**config.mk**
```make
export PLATFORM = sky130hd
export DESIGN_NAME = rooth_clint
export DESIGN_NICKNAME = d
export VERILOG_FILES = /design/src/rtl/rooth_clint.sv
export SDC_FILE = /design/constraint.sdc
export NUM_CORES = 1
export LEC_CHECK = 0
export CAP_MARGIN = 20
export CORE_ASPECT_RATIO = 1.1
export CORE_MARGIN = 3
export CORE_UTILIZATION = 29
export DETAILED_ROUTE_END_ITERATION = 10
export HOLD_SLACK_MARGIN = 0.05
export PLACE_DENSITY = 0.76
export SETUP_SLACK_MARGIN = 0.5
export SLEW_MARGIN = 30
export SYNTH_ARGS = -nofsm -noshare
export SYNTH_HDL_FRONTEND = slang
export SYNTH_SLANG_ARGS = --single-unit
export TNS_END_PERCENT = 50
```
**constraint.sdc**
```tcl
create_clock -name clk -period 2.8 [get_ports clk]
set_input_delay 0.56 -clock clk [delete_from_list [all_inputs] [get_ports clk]]
set_output_delay 0.56 -clock clk [all_outputs]
set_load 0.02 [all_outputs]
```
**src/rtl/rooth_clint.sv**
```systemverilog
// Core-local interrupt controller: detects ECALL/EBREAK/MRET and external interrupts in EX,
// sequences the machine-mode CSR updates and issues a one-cycle PC redirect to the pipeline.
module rooth_clint #(
    parameter int unsigned       CPU_WIDTH    = 32,
    parameter logic [31:0]       INT_CAUSE    = 32'h8000_000B,
    parameter logic [11:0]       ADDR_MSTATUS = 12'h300,
    parameter logic [11:0]       ADDR_MEPC    = 12'h341,
    parameter logic [11:0]       ADDR_MCAUSE  = 12'h342
) (
    input  logic                 clk,
    input  logic                 rst_n,
    input  logic [7:0]           int_flag_i,
    input  logic [31:0]          inst_i,
    input  logic [CPU_WIDTH-1:0] inst_addr_i,
    input  logic                 inst_valid_i,
    input  logic                 hold_flag_i,
    input  logic [CPU_WIDTH-1:0] csr_mtvec_i,
    input  logic [CPU_WIDTH-1:0] csr_mepc_i,
    input  logic [CPU_WIDTH-1:0] csr_mstatus_i,
    output logic                 csr_we_o,
    output logic [11:0]          csr_waddr_o,
    output logic [CPU_WIDTH-1:0] csr_wdata_o,
    output logic                 clint_hold_flag_o,
    output logic [CPU_WIDTH-1:0] clint_int_addr_o,
    output logic                 clint_int_assert_o
);

    localparam logic [31:0] INST_ECALL  = 32'h0000_0073;
    localparam logic [31:0] INST_EBREAK = 32'h0010_0073;
    localparam logic [31:0] INST_MRET   = 32'h3020_0073;

    typedef enum logic [2:0] {
        IDLE,
        WR_MEPC,
        WR_MSTATUS,
        WR_MCAUSE,
        RET_MSTATUS,
        ASSERT
    } state_t;

    state_t                 state_q;
    logic [CPU_WIDTH-1:0]   cause_q;
    logic                   we_q;
    logic [11:0]            waddr_q;
    logic [CPU_WIDTH-1:0]   wdata_q;
    logic                   assert_q;
    logic [CPU_WIDTH-1:0]   int_addr_q;

    logic                   can_detect;
    logic                   is_ecall;
    logic                   is_ebreak;
    logic                   is_mret;
    logic                   sync_trap;
    logic                   async_trap;
    logic                   mret_req;
    logic [CPU_WIDTH-1:0]   mstatus_trap;
    logic [CPU_WIDTH-1:0]   mstatus_ret;

    always_comb begin
        is_ecall   = (inst_i == INST_ECALL);
        is_ebreak  = (inst_i == INST_EBREAK);
        is_mret    = (inst_i == INST_MRET);
        // Gated by rst_n so the hold output also drops immediately while reset is held.
        can_detect = rst_n && (state_q == IDLE) && !hold_flag_i && inst_valid_i;
        sync_trap  = can_detect && (is_ecall || is_ebreak);
        mret_req   = can_detect && is_mret;
        async_trap = can_detect && !is_ecall && !is_ebreak && !is_mret
                     && (int_flag_i != '0) && csr_mstatus_i[3];

        mstatus_trap    = csr_mstatus_i;
        mstatus_trap[7] = csr_mstatus_i[3];
        mstatus_trap[3] = 1'b0;
        mstatus_ret     = csr_mstatus_i;
        mstatus_ret[3]  = csr_mstatus_i[7];
        mstatus_ret[7]  = 1'b1;
    end

    // Outputs are registered on the transition into each state, so they line up with that state.
    always_ff @(posedge clk or negedge rst_n) begin
        if (!rst_n) begin
            state_q    <= IDLE;
            cause_q    <= '0;
            we_q       <= 1'b0;
            waddr_q    <= '0;
            wdata_q    <= '0;
            assert_q   <= 1'b0;
            int_addr_q <= '0;
        end else begin
            we_q       <= 1'b0;
            waddr_q    <= '0;
            wdata_q    <= '0;
            assert_q   <= 1'b0;
            int_addr_q <= '0;
            case (state_q)
                IDLE: begin
                    if (sync_trap || async_trap) begin
                        state_q <= WR_MEPC;
                        cause_q <= async_trap ? CPU_WIDTH'(INT_CAUSE)
                                 : (is_ecall ? CPU_WIDTH'(11) : CPU_WIDTH'(3));
                        we_q    <= 1'b1;
                        waddr_q <= ADDR_MEPC;
                        wdata_q <= inst_addr_i;
                    end else if (mret_req) begin
                        state_q <= RET_MSTATUS;
                        we_q    <= 1'b1;
                        waddr_q <= ADDR_MSTATUS;
                        wdata_q <= mstatus_ret;
                    end
                end
                WR_MEPC: begin
                    state_q <= WR_MSTATUS;
                    we_q    <= 1'b1;
                    waddr_q <= ADDR_MSTATUS;
                    wdata_q <= mstatus_trap;
                end
                WR_MSTATUS: begin
                    state_q <= WR_MCAUSE;
                    we_q    <= 1'b1;
                    waddr_q <= ADDR_MCAUSE;
                    wdata_q <= cause_q;
                end
                WR_MCAUSE: begin
                    state_q    <= ASSERT;
                    assert_q   <= 1'b1;
                    int_addr_q <= csr_mtvec_i;
                end
                RET_MSTATUS: begin
                    state_q    <= ASSERT;
                    assert_q   <= 1'b1;
                    int_addr_q <= csr_mepc_i;
                end
                default: begin
                    state_q <= IDLE;
                end
            endcase
        end
    end

    assign csr_we_o           = we_q;
    assign csr_waddr_o        = waddr_q;
    assign csr_wdata_o        = wdata_q;
    assign clint_int_assert_o = assert_q;
    assign clint_int_addr_o   = int_addr_q;
    assign clint_hold_flag_o  = sync_trap || async_trap || mret_req || (state_q != IDLE);

endmodule

```
==> results of run 1 <==
==> final timing paths <==
check	slack, ps	end	startpoint
setup / recovery	-270	clint_hold_flag_o	inst_i[23]
min in group clk	500	cause_q[1]	cause_q[1]
hold reg to reg	500	cause_q[1]	cause_q[1]
hold / removal	330	cause_q[31]	rst_n
max in group asynchronous	1950	state_q[2]	rst_n
setup reg to reg	660	csr_wdata_o[2]	state_q[2]
==> logic make-up (layout without fill, tap and decap cells) <==
kind of cell	Yosys count	in the layout	share of synthesized area, %
simple gates	37	37	9.75
buf+inv	24	296	5.88
flops	76	76	62.5
compound gates	76	76	21.7
other cells	1	7	0.123
==> cell type report <==
class	count	area [sq um]
Clock buffer	11	151
Multi-Input combinational cell	120	1030
Fill cell	810	3810
Tap cell	140	175
Timing Repair Buffer	279	2880
Inverter	1	3.75
Clock inverter	5	83.8
Sequential cell	76	1900
==> metal layers <==
metal / GRT usage (%) / part of all wire, %
met4: 5.85 / 1.2
met3: 8.04 / 9.5
met5: 0 / 0.23
met2: 34.4 / 52
met1: 21.6 / 37
==> worst register-to-register path, stage by stage (launching register included) <==
cell and delay [ps]:
dfrtp_1 430, nor3_1 320, nand4b_1 310, a21oi_4 200
buf_4 120, buf_4 110, buf_12 110, buf_4 100
bufbuf_16 240, a22o_1 130
==> power by group through the flow <==
stage          clock network, mW  registers [mW]  logic [mW]
2_1_floorplan                  0            1.92       0.694
3_3_place_gp                   0            1.54        2.05
3_5_place_dp                   0            1.56        2.09
4_1_cts                    0.993            1.54        2.20
5_1_grt                     1.04            1.57        2.32
6_report                   0.974            1.53        2.19
==> state kept, by name, indices dropped and copies added, names as in the netlist <==
| signal | count |
|---|---|
| clint_int_addr_o | 32 |
| csr_wdata_o | 32 |
| csr_waddr_o | 4 |
| cause_q | 3 |
| state_q | 3 |
| clint_int_assert_o | 1 |
| csr_we_o | 1 |
==> per-stage QoR <==
stage | TNS [ps] | instances
4_1_cts | -273 | 628
2_1_floorplan | -193 | 220
6_report | -271 | 632
5_1_grt | -388 | 632
3_5_place_dp | -17250 | 599
3_3_place_gp | -14670 | 599
==> cell usage in the layout (no fill, tap or decap), types with 2 or more instances in the layout <==
master and instances:
nand3b_1 2, nor3b_1 2, or2_1 3, or4b_4 2, buf_16 4, conb_1 7
buf_6 6, nand4b_1 2, a21oi_1 3, nand2_1 2, bufinv_16 2, clkbuf_2 3
buf_4 25, dlymetal6s2s_1 2, nor4_1 4, dfrtp_1 76, buf_12 3, or2_2 3
clkinvlp_4 2, clkdlybuf4s15_1 2, buf_2 4, a22o_1 62, a221o_1 4, clkbuf_8 11
nor3_1 3, clkdlybuf4s50_1 227, or4_4 2, bufbuf_16 3
==> timing repair <==
item / CTS / global route
gates resized for setup: 54 / 11
pin swaps: 12 / 21
setup buffers: 6 / 4
endpoints found under the setup margin: 40 / 40
cloned: 7 / 0
==> run summary, run 1 <==
RUN STATUS
--------------------------------------------------------------------------------------------------
Run status .......................................................................... finished with violations
Violations in the final reports ..................................................... negative setup slack

PLACEMENT
--------------------------------------------------------------------------------------------------
Routability Congestion ..............................................................        0.812
# port buffers ......................................................................          243
Post-DP HPWL ........................................................................      8.40 mm
DP Area .............................................................................   5660 sq um
Post-place setup slack ..............................................................     -1040 ps

STA
--------------------------------------------------------------------------------------------------
Hold Worst Slack ....................................................................       325 ps
Setup repair after global routing missed its margin .................................         true
Max-slew headroom at the worst pin ..................................................        42.9%
Pins Over Slew Limit ................................................................            0
Setup skew after layout .............................................................      8.58 ps
Total count of hold-check failures in the final report ..............................            0
Post-route setup slack ..............................................................      -271 ps
Setup violations, final .............................................................            1
Tightest Pin Transition .............................................................       857 ps
Min Clock Period, post-route ........................................................      3070 ps
Highest clock frequency the design can meet .........................................      326 MHz
Final worst-path cycle share ........................................................         110%

ROUTE
--------------------------------------------------------------------------------------------------
Router iterations before antenna repair .............................................            4
Post-detailed-routing wire length ...................................................      11.6 mm
Avg Vias per Cell ...................................................................         4.71
First DRT Iteration DRCs ............................................................           93
Per-cell routed wire length .........................................................      18.3 um
Count of antenna-violating nets left after detailed routing .........................            0
DRC viols ...........................................................................            0
Total number of vias ................................................................         2979

POWER
--------------------------------------------------------------------------------------------------
Overall power consumption ...........................................................      4.70 mW
Clock share of power ................................................................        20.7%
Combinational share of power ........................................................        46.6%
Net Sw Frac .........................................................................        32.7%
Areal power density over the cells ..................................................  755 nW/um^2
IR Drop Worst-Case VDD ..............................................................   0.000337 V
Internal Dissipation ................................................................      3.16 mW
Pleak ...............................................................................      2.75 nW
Switch Pwr ..........................................................................      1.54 mW
Power share of the sequential group .................................................        32.6%

FLOORPLAN
--------------------------------------------------------------------------------------------------
Chip Width ..........................................................................       104 um
Height of the die ...................................................................       113 um
Die Area ............................................................................  11800 sq um
Initial cell density of the core ....................................................        30.3%
Standard-cell row count .............................................................           38
Top Ports ...........................................................................          251
Placeable core area .................................................................  10000 sq um

GRT
--------------------------------------------------------------------------------------------------
Total gr overflow ...................................................................            0
Via count of the first global-routing pass ..........................................         3324
All-Layer GR Usage ..................................................................        19.5%
Pin count of the biggest net entering global routing ................................           78
Number of antenna violations at the first check in global routing ...................            2
Wire length of the first global-routing pass ........................................      17.6 mm

LOGIC SYNTHESIS
--------------------------------------------------------------------------------------------------
Most numerous cell in the Yosys netlist .............................................      dfrtp_1
Post-synthesis cell count ...........................................................          214
Top cell type by total area after synthesis .........................................      dfrtp_1
Post-synthesis sequential area ratio ................................................        62.5%
Area share of the largest cell type after synthesis .................................        62.5%
Mean Syn Cell Area ..................................................................   14.2 sq um
Number of storage elements in the synthesis netlist .................................           76
Commonest register cell after synthesis .............................................      dfrtp_1
Count of unique library cells instantiated by Yosys .................................           35
Number of synthesized flops with an enable pin ......................................            0
Syn. warnings .......................................................................            0
Synth Cell Area .....................................................................   3040 sq um
Largest cells by area after synthesis ............................................... dfrtp_1, a22o_1, buf_4, a221o_1, buf_12
Async set or reset register ratio after synthesis ...................................         100%
Commonest cells post-synth .......................................................... dfrtp_1, a22o_1, buf_4, clkbuf_1, nor4_1

WORST SETUP PATH
--------------------------------------------------------------------------------------------------
WP data required ....................................................................      2240 ps
CP max FO ...........................................................................            2
Crit path kind ......................................................................       in2out
Critical path's slowest cell ........................................................        or4_4
WP buf/inv ..........................................................................            2
R2R cell count ......................................................................            9
Worst Setup Start Kind ..............................................................   input port
Family with the most delay on the worst path ........................................ simple AND/OR/NAND/NOR gates
Data arrival at the endpoint of the critical path ...................................      2510 ps
Crit. End Element ................................................................... primary output
Logic depth of the worst path, buffers included .....................................            7
CP max stage delay ..................................................................       570 ps
Ordered cell list for the critical path ............................................. buf_6 -> or4_4 -> or4_4 -> o21ai_4 -> a21oi_4 -> or3b_4 -> buf_6

CTS
--------------------------------------------------------------------------------------------------
TritonCTS clock tree ................................................................         done
Clock transition time at the flip-flop clock pins of the worst setup and hold paths .        80 ps
Source-to-sink clock delay at the later pin of the worst-skew pair ..................       350 ps
Number of levels in the clock H-tree ................................................            3
Number of buffers created by CTS ....................................................            9
Root Buffer .........................................................................     clkbuf_8
CTS hold repair buffers .............................................................            0
Max Root-Sink Buffers ...............................................................            2
Number of sinks handled by clock tree synthesis .....................................           76

FINISH
--------------------------------------------------------------------------------------------------
Nets@finish .........................................................................          659
Antenna diodes ......................................................................            0
Area grow syn2layout ................................................................         105%
Final core occ ......................................................................        62.0%
Final design instance area without fill .............................................   6220 sq um
Share of layout cells above drive strength 1 ........................................        16.7%

MIN PATH
--------------------------------------------------------------------------------------------------
Type of the tightest min-delay check ................................................     in2async

FLOW RUN
--------------------------------------------------------------------------------------------------
Max capacitance violation total .....................................................            0

Power figures use the tool's default switching activity.
==> run 2, diff against run 1 <==
--- a/config.mk
+++ b/config.mk
@@ -11,6 +11,7 @@
 export CORE_UTILIZATION = 29
 export DETAILED_ROUTE_END_ITERATION = 10
 export HOLD_SLACK_MARGIN = 0.05
+export MAX_ROUTING_LAYER = met4
 export PLACE_DENSITY = 0.76
 export SETUP_SLACK_MARGIN = 0.5
 export SLEW_MARGIN = 30
==> run summary, run 2 (synthesized netlist as in run 1, its figures left out) <==
ROUTE
--------------------------------------------------------------------------------------------------
Router iterations before antenna repair .............................................            4   unchanged
First DRT Iteration DRCs ............................................................          113   +22%
Count of antenna-violating nets left after detailed routing .........................            0   unchanged
Avg Vias per Cell ...................................................................         4.72   +0.19%
Per-cell routed wire length .........................................................      18.2 um   -0.32%
Post-detailed-routing wire length ...................................................      11.6 mm   unchanged
Total number of vias ................................................................         2994   +0.50%
DRC viols ...........................................................................            0   unchanged

FLOW RUN
--------------------------------------------------------------------------------------------------
Max capacitance violation total .....................................................            0   unchanged

CTS
--------------------------------------------------------------------------------------------------
Number of buffers created by CTS ....................................................            9   unchanged
TritonCTS clock tree ................................................................         done
Clock transition time at the flip-flop clock pins of the worst setup and hold paths .        80 ps   about the same
Root Buffer .........................................................................     clkbuf_8
Number of sinks handled by clock tree synthesis .....................................           76   unchanged
Max Root-Sink Buffers ...............................................................            2   unchanged
Number of levels in the clock H-tree ................................................            3   unchanged
Source-to-sink clock delay at the later pin of the worst-skew pair ..................       360 ps   about the same

STA
--------------------------------------------------------------------------------------------------
Min Clock Period, post-route ........................................................      3070 ps   -0.0520 ps
Max-slew headroom at the worst pin ..................................................        42.2%   -0.70 points
Total count of hold-check failures in the final report ..............................            0   unchanged
Tightest Pin Transition .............................................................       867 ps   +10.4 ps
Post-route setup slack ..............................................................      -271 ps   +0.0520 ps
Pins Over Slew Limit ................................................................            0   unchanged
Setup repair after global routing missed its margin .................................         true
Setup skew after layout .............................................................      9.70 ps   +1.13 ps
Highest clock frequency the design can meet .........................................      326 MHz   about the same
Final worst-path cycle share ........................................................         110%   about the same
Setup violations, final .............................................................            1   unchanged

WORST SETUP PATH
--------------------------------------------------------------------------------------------------
CP Launch Point .....................................................................   inst_i[23]
Worst Setup Start Kind ..............................................................   input port
CP max FO ...........................................................................            2   unchanged
Worst r2r src .......................................................................   state_q[2]
Worst reg2reg setup slack ...........................................................       650 ps   about the same
Crit. End Element ................................................................... primary output
Data arrival at the endpoint of the critical path ...................................      2510 ps   about the same
WP data required ....................................................................      2240 ps   about the same
Crit path kind ......................................................................       in2out

FINISH
--------------------------------------------------------------------------------------------------
Commonest non-fill, non-tap cell in the layout ...................................... clkdlybuf4s50_1
Share of layout cells above drive strength 1 ........................................        16.7%   unchanged
Area grow syn2layout ................................................................         105%   about the same
Most used cells in the layout excluding fill and tap cells .......................... clkdlybuf4s50_1, dfrtp_1, a22o_1
Nets@finish .........................................................................          659   unchanged
Cell Count, Final, Fillers Out ......................................................          634   +0.32%
Final design instance area without fill .............................................   6230 sq um   about the same

PLACEMENT
--------------------------------------------------------------------------------------------------
Post-DP HPWL ........................................................................      8.40 mm   unchanged
Post-place setup slack ..............................................................     -1040 ps   unchanged
DP Area .............................................................................   5660 sq um   unchanged
# port buffers ......................................................................          243   unchanged
Inst Count DP .......................................................................          599   unchanged
Routability Congestion ..............................................................        0.824   +1.5%

FLOORPLAN
--------------------------------------------------------------------------------------------------
Placeable core area .................................................................  10000 sq um   unchanged
Standard-cell row count .............................................................           38   unchanged
Die Area ............................................................................  11800 sq um   unchanged
Initial cell density of the core ....................................................        30.3%   unchanged
Chip Width ..........................................................................       104 um   unchanged
Top Ports ...........................................................................          251   unchanged
Height of the die ...................................................................       113 um   unchanged

GRT
--------------------------------------------------------------------------------------------------
All-Layer GR Usage ..................................................................        20.0%   +0.55 points
Wire length of the first global-routing pass ........................................      17.6 mm   unchanged
Via count of the first global-routing pass ..........................................         3326   +0.060%
Number of antenna violations at the first check in global routing ...................            2   unchanged
Total gr overflow ...................................................................            0   unchanged
Pin count of the biggest net entering global routing ................................           78   unchanged

POWER
--------------------------------------------------------------------------------------------------
Overall power consumption ...........................................................      4.70 mW   about the same
Areal power density over the cells ..................................................  755 nW/um^2   about the same
Pleak ...............................................................................      2.75 nW   about the same
IR Drop Worst-Case VDD ..............................................................   0.000338 V   +0.23%

MIN PATH
--------------------------------------------------------------------------------------------------
Type of the tightest min-delay check ................................................     in2async

RUN STATUS
--------------------------------------------------------------------------------------------------
Violations in the final reports ..................................................... negative setup slack
Run status .......................................................................... finished with violations

-- run 2: changes by cell type in the layout (fill, tap and decap cells not counted), sizes merged --
| cell | previous run | this run |
|---|---|---|
| diode | 0 | 2 |
-- run 2: what timing repair did --
item | CTS | global route
endpoints found under the setup margin | 40 | 40
gates cloned | 7 | 0
buffers inserted | 6 | 4
hold buffers | 0 | 0
gates resized for setup | 54 | 11
pin swaps | 12 | 21
-- run 2: layout make-up --
class	instances	area [sq um]
clock inverters	5	83.8
multi-input cells	120	1030
fillers	810	3800
flip-flops and latches	76	1900
well taps	140	175
diodes	2	5.00
inverters	1	3.75
repair buffers	279	2880
clock buffers	11	151
-- run 2: report_power, final --
part / internal (mW) / total (mW) / leakage, nW / switching [mW]
logic: 1.19 / 2.19 / 1.62 / 1.00
clock network: 0.552 / 0.974 / 0.112 / 0.422
registers: 1.42 / 1.53 / 1.02 / 0.113
total: 3.16 / 4.70 / 2.75 / 1.54
-- run 2: worst max-delay path, cell delays in order --
cell	delay [ps]
buf_6	90
or4_4	520
or4_4	570
o21ai_4	170
a21oi_4	70
or3b_4	400
buf_6	140
-- run 2: path summary, 6_finish.rpt --
kind	cells past startpoint	end
worst min-delay path	2	csr_we_o
worst min register to register	1	cause_q[1]
max in group asynchronous	2	clint_int_addr_o[1]
worst max-delay path	7	clint_hold_flag_o
min in group clk	1	cause_q[1]
worst max register to register	9	csr_wdata_o[16]
-- run 2: stage by stage --
| step | setup TNS, ps | hold slack [ps] | util, % |
|---|---|---|---|
| after floorplan | -193 | 264 | - |
| after global placement | -14670 | 472 | 56.5 |
| after detailed placement | -17250 | 489 | 56.5 |
| after CTS | -273 | 504 | 61.5 |
| after global routing | -389 | 387 | 62.1 |
| final | -271 | 339 | 62.1 |
-- run 2: routing by layer --
layer / up-vias / GRT usage [%] / part of all wire [%]
li1: 1361 / - / -
met1: 1444 / 21.8 / 38
met2: 177 / 34.5 / 52
met3: 12 / 7.92 / 9.7
met4: 0 / 5.05 / 1.0
met5: - / - / 0
